$ cat src/rtl/mem_bus_arbiter.sv
// Two-requester (fetch / load-store) arbiter for a single registered memory bus.
// Load/store has fixed priority; each grant runs to a bus ack or a timeout abort.
module mem_bus_arbiter #(
  parameter int unsigned TIMEOUT = 16
) (
  input  logic        clk,
  input  logic        rst,
  input  logic        if_req,
  input  logic [31:0] if_addr,
  input  logic        mem_req,
  input  logic        mem_we,
  input  logic [31:0] mem_addr,
  input  logic [3:0]  mem_sel,
  input  logic [31:0] mem_wdata,
  input  logic        flush,
  output logic        bus_req,
  output logic        bus_we,
  output logic [31:0] bus_addr,
  output logic [3:0]  bus_sel,
  output logic [31:0] bus_wdata,
  input  logic        bus_ack,
  input  logic [31:0] bus_rdata,
  output logic        if_ack,
  output logic [31:0] if_rdata,
  output logic        mem_ack,
  output logic [31:0] mem_rdata,
  output logic        bus_err,
  output logic        stall_req
);

  localparam logic [1:0] S_IDLE     = 2'd0;
  localparam logic [1:0] S_BUSY_IF  = 2'd1;
  localparam logic [1:0] S_BUSY_MEM = 2'd2;
  localparam logic [1:0] S_DONE     = 2'd3;

  localparam logic [7:0] TO_LAST = 8'(TIMEOUT - 1);

  logic [1:0]  state_q, state_d;
  logic [7:0]  cnt_q, cnt_d;
  logic        bus_req_q, bus_req_d;
  logic        bus_we_q, bus_we_d;
  logic [31:0] bus_addr_q, bus_addr_d;
  logic [3:0]  bus_sel_q, bus_sel_d;
  logic [31:0] bus_wdata_q, bus_wdata_d;
  logic        grant_if_q, grant_if_d;
  logic        flushed_q, flushed_d;
  logic [31:0] fetch_data_q, fetch_data_d;
  logic [31:0] if_rdata_q, if_rdata_d;
  logic [31:0] mem_rdata_q, mem_rdata_d;
  logic        bus_err_q, bus_err_d;
  logic        if_ack_live;

  // Fetch result is held aside until DONE so a late flush can still discard it.
  assign if_ack_live = (state_q == S_DONE) && grant_if_q && !flushed_q && !flush;

  always_comb begin
    state_d      = state_q;
    cnt_d        = cnt_q;
    bus_req_d    = bus_req_q;
    bus_we_d     = bus_we_q;
    bus_addr_d   = bus_addr_q;
    bus_sel_d    = bus_sel_q;
    bus_wdata_d  = bus_wdata_q;
    grant_if_d   = grant_if_q;
    flushed_d    = flushed_q;
    fetch_data_d = fetch_data_q;
    if_rdata_d   = if_rdata_q;
    mem_rdata_d  = mem_rdata_q;
    bus_err_d    = bus_err_q;
    case (state_q)
      S_IDLE: begin
        cnt_d     = 8'd0;
        flushed_d = 1'b0;
        if (mem_req) begin
          state_d     = S_BUSY_MEM;
          bus_req_d   = 1'b1;
          bus_we_d    = mem_we;
          bus_addr_d  = mem_addr;
          bus_sel_d   = mem_sel;
          bus_wdata_d = mem_wdata;
          grant_if_d  = 1'b0;
        end else if (if_req) begin
          state_d     = S_BUSY_IF;
          bus_req_d   = 1'b1;
          bus_we_d    = 1'b0;
          bus_addr_d  = if_addr;
          bus_sel_d   = 4'b1111;
          bus_wdata_d = 32'd0;
          grant_if_d  = 1'b1;
        end
      end
      S_BUSY_IF, S_BUSY_MEM: begin
        if ((state_q == S_BUSY_IF) && flush) flushed_d = 1'b1;
        if (bus_ack) begin
          state_d   = S_DONE;
          bus_req_d = 1'b0;
          bus_err_d = 1'b0;
          if (grant_if_q) fetch_data_d = bus_rdata;
          else if (!bus_we_q) mem_rdata_d = bus_rdata;
        end else if (cnt_q == TO_LAST) begin
          state_d   = S_DONE;
          bus_req_d = 1'b0;
          bus_err_d = 1'b1;
          if (grant_if_q) fetch_data_d = 32'd0;
          else mem_rdata_d = 32'd0;
        end else begin
          cnt_d = cnt_q + 8'd1;
        end
      end
      default: begin
        state_d   = S_IDLE;
        bus_err_d = 1'b0;
        if (if_ack_live) if_rdata_d = fetch_data_q;
      end
    endcase
  end

  always_ff @(posedge clk) begin
    if (rst) begin
      state_q      <= S_IDLE;
      cnt_q        <= 8'd0;
      bus_req_q    <= 1'b0;
      bus_we_q     <= 1'b0;
      bus_addr_q   <= 32'd0;
      bus_sel_q    <= 4'd0;
      bus_wdata_q  <= 32'd0;
      grant_if_q   <= 1'b0;
      flushed_q    <= 1'b0;
      fetch_data_q <= 32'd0;
      if_rdata_q   <= 32'd0;
      mem_rdata_q  <= 32'd0;
      bus_err_q    <= 1'b0;
    end else begin
      state_q      <= state_d;
      cnt_q        <= cnt_d;
      bus_req_q    <= bus_req_d;
      bus_we_q     <= bus_we_d;
      bus_addr_q   <= bus_addr_d;
      bus_sel_q    <= bus_sel_d;
      bus_wdata_q  <= bus_wdata_d;
      grant_if_q   <= grant_if_d;
      flushed_q    <= flushed_d;
      fetch_data_q <= fetch_data_d;
      if_rdata_q   <= if_rdata_d;
      mem_rdata_q  <= mem_rdata_d;
      bus_err_q    <= bus_err_d;
    end
  end

  assign bus_req   = bus_req_q;
  assign bus_we    = bus_we_q;
  assign bus_addr  = bus_addr_q;
  assign bus_sel   = bus_sel_q;
  assign bus_wdata = bus_wdata_q;
  assign if_ack    = if_ack_live;
  assign if_rdata  = if_ack_live ? fetch_data_q : if_rdata_q;
  assign mem_ack   = (state_q == S_DONE) && !grant_if_q;
  assign mem_rdata = mem_rdata_q;
  assign bus_err   = bus_err_q;
  assign stall_req = (mem_req & ~mem_ack) | (if_req & ~if_ack & ~flush);

endmodule

$ cat config.mk
export PLATFORM = sky130hd
export DESIGN_NAME = mem_bus_arbiter
export DESIGN_NICKNAME = d
export VERILOG_FILES = /design/src/rtl/mem_bus_arbiter.sv
export SDC_FILE = /design/constraint.sdc
export NUM_CORES = 1
export LEC_CHECK = 0
export ABC_AREA = 1
export CAP_MARGIN = 40
export CORE_ASPECT_RATIO = 1.1
export CORE_MARGIN = 3
export CORE_UTILIZATION = 48
export DETAILED_ROUTE_END_ITERATION = 10
export PLACE_DENSITY_LB_ADDON = 0.25
export SLEW_MARGIN = 30
export SYNTH_ARGS = -nofsm -noshare
export SYNTH_HDL_FRONTEND = slang
export SYNTH_SLANG_ARGS = --single-unit
$ cat constraint.sdc
create_clock -name clk -period 4.21 [get_ports clk]
set_input_delay 0.842 -clock clk [delete_from_list [all_inputs] [get_ports clk]]
set_output_delay 0.842 -clock clk [all_outputs]
set_load 0.005 [all_outputs]
==> results of run 1 <==
[state kept, by name, summed over array words and instances, names as in the netlist]
signal and cells:
bus_err 1, state_q 2, bus_req 1, bus_sel 4
fetch_data_q 32, bus_we 1, bus_wdata 32, cnt_q 8
grant_if_q 1, flushed_q 1, bus_addr 32, if_rdata_q 32
mem_rdata 32
[report_power, final]
group / switching, mW / leakage, nW / internal [mW]
combinational: 0.989 / 3.15 / 0.898
sequential: 0.157 / 1.46 / 2.02
clock: 0.683 / 0.279 / 0.828
total: 1.83 / 4.89 / 3.74
[worst max-delay path by stage]
stage | to | from | cells after the start
finish | if_rdata[31] | flush | 7
detailed placement | stall_req | flush | 7
global route | if_rdata[9] | flush | 7
global placement | stall_req | flush | 7
floorplan | if_rdata[0] | flush | 5
CTS | stall_req | flush | 7
[cells by family after synthesis]
logic type | Yosys count | share of synthesized area
simple gates | 512 | 0.267
fa+ha+maj | 5 | 0.00820
compound gates | 223 | 0.158
buf+inv | 196 | 0.0980
flops | 179 | 0.470
[cell type report]
class,count,share of cell area
Clock buffer,19,0.0390
Clock inverter,13,0.0116
Inverter,119,0.0402
Multi-Input combinational cell,740,0.298
Sequential cell,179,0.323
Tap cell,196,0.0221
Timing Repair Buffer,294,0.267
[cell usage in the layout, fill, tap and decap left out, drive strengths merged]
master,n
nand2,318
clkdlybuf4s50,275
dfxtp,179
nor2,142
inv,122
o21ai,103
a21oi,81
nand4,35
a31oi,32
clkbuf,19
buf,19
nand3,14
clkinv,9
ha,5
o221a,4
nor3,3
o22ai,1
o21bai,1
a211oi,1
bufinv,1
[per-stage QoR]
step	hold WS (ns)	util	power (mW)	cell area, sq um
floorplan	0.440	-	3.13	7630
global placement	0.438	0.683	4.03	10400
detailed placement	0.443	0.685	4.09	10500
CTS	0.453	0.722	5.60	11000
global route	0.477	0.727	5.92	11100
finish	0.454	0.727	5.57	11100
[worst register-to-register path: cells and delay by family (launching register included)]
kind	cells	cell delay, ns
compound gates	1	0.42
flops	1	0.38
buf+inv	3	0.65
simple gates	4	0.57
fa+ha+maj	1	0.21
[layer usage]
metal,global-route usage,part of all wire
met5,0,0
met4,0.0870,0.020
met3,0.0671,0.072
met2,0.437,0.49
met1,0.326,0.42
==> results.yml, run 1 <==
worst_setup_path:
  r2r_cells: 9
  crit_buf_inv: 3
  crit_path_frequent_cell: "clkdlybuf4s50_1"
  ff2ff_setup_slack_ns: 1.88
  path_class: "in2out"
  worstPathArrival_ns: 2.77
  max_stage_delay_ns: 0.57
  crit_slowest_cell: "clkdlybuf4s50_1"
  crit_fanout: 66
  critPathTopFamily: "buffers and inverters"
  rr_endpoint: "fetch_data_q[26]"
  worstPathCellList: "clkdlybuf4s50_1 > nor2_1 > nand3_2 > buf_4 > nand2_1 > o21ai_0 > clkdlybuf4s50_1"
  crit_path_start_kind: "input port"
  end_kind: "output pin"
  r2r_start: "cnt_q[1]"
  cp.required_ns: 3.37
floorplan:
  fp.dieW_um: 126
  core_sq_mm: 0.0153
  die-area_sq_mm: 0.0175
  io_pins: 277
  row_count: 47
  start_util: 0.499
  fp.dieH_um: 138
logic_synthesis:
  synthCells: 1115
  synth.most_common_cell: "nand2_1"
  synth_top_cell_area_share: 0.470
  synth_area_leaders: "dfxtp_1, nand2_1, nor2_1"
  async_flop_share: 0
  synth_area_sq_mm: 0.00763
  synth_cell_type_count: 21
  mappedNetlistNets: 1259
  yosysSeqAreaShare: 0.470
  synth_edf_count: 0
  synth_common_cells: "nand2_1, dfxtp_1, nor2_1"
  yosysWarnings: 0
  synth_ff_type: "dfxtp_1"
  avgSynthCellArea_sq_um: 6.85
  synth_top_area_cell: "dfxtp_1"
  synth_seq_cells: 179
clock_tree:
  clk_pin_slew_worst_paths_ns: 0.06
  clk_latency_ns: 0.42
  cts_hold_buffers: 0
  ctsResizeCount: 0
  root_buffer: "clkbuf_16"
  tritoncts: "done"
  clkSinkCount: 179
  post_cts_buffers: 0
  cts_buffers: 17
  cts_buffer_depth: 2
  htree_levels: 4
layout:
  final-seq-area_sq_mm: 0.00358
  drive_gt1_frac: 0.0433
  multi_input_area_sq_mm: 0.00331
  finalNetCount: 1495
  fillers: 1265
  insertedDiodeCount: 0
  area_delta_synth_final_pct: 45.6
  final_cells: 1560
sta:
  relSlewSlack: 0.577
  rsz0062_at_grt: "no"
  period_needed_ns: 3.61
  final.setup_skew_ns: 0.0109
  final_hold_viol_count: 0
  fin_ws_ns: 0.596
  final.period_utilization: 0.858
  finalMaxSlewViolations: 0
  fmax_mhz: 277
  setup_viol: 0
  worst_slew_pin_slew_ns: 0.628
  fin_setup_tns_ns: 0
global_routing:
  grt_overflow_total: 0
  grt_pass1_wl_mm: 37.5
  grt_usage: 0.260
  grt_pass1_vias: 7351
  antenna_found_initial: 0
  grt_max_degree: 80
status:
  status: "completed"
detailed_routing:
  drc: 0
  drt-total-wl_mm: 23.2
  wl_per_cell_um: 14.9
  vias: 7859
  antenna_left: 0
  first_pass_iters: 5
  viasPerCell: 5.04
  drt-initial-drc-count: 572
run:
  cap_violations: 0
min_path:
  hold_depth: 2
  hold_path.class: "reg2reg"
  whs_endpoint: "bus_req"
  hp-start: "bus_req"
power:
  pwr_density_cell_mw_per_mm2: 502
  ir_drop_uv: 307
  p_leak_nw: 4.89
placed_design:
  gp_congestion: 0.808
  hpwl_mm: 16.3
  placement.io_buffers: 276
  pre_cts_ws_ns: 0.630
  dp.cells: 1525
Note: power is estimated with default switching activity, not from simulation.
==> inputs of run 2 (changes only) <==
--- a/config.mk
+++ b/config.mk
@@ -10,6 +10,7 @@
 export CORE_ASPECT_RATIO = 1.1
 export CORE_MARGIN = 3
 export CORE_UTILIZATION = 48
+export CTS_CLUSTER_SIZE = 25
 export DETAILED_ROUTE_END_ITERATION = 10
 export PLACE_DENSITY_LB_ADDON = 0.25
 export SLEW_MARGIN = 30
==> results of run 2 <==
No change in the layout: final DEF, timing and power equal those of run 1.
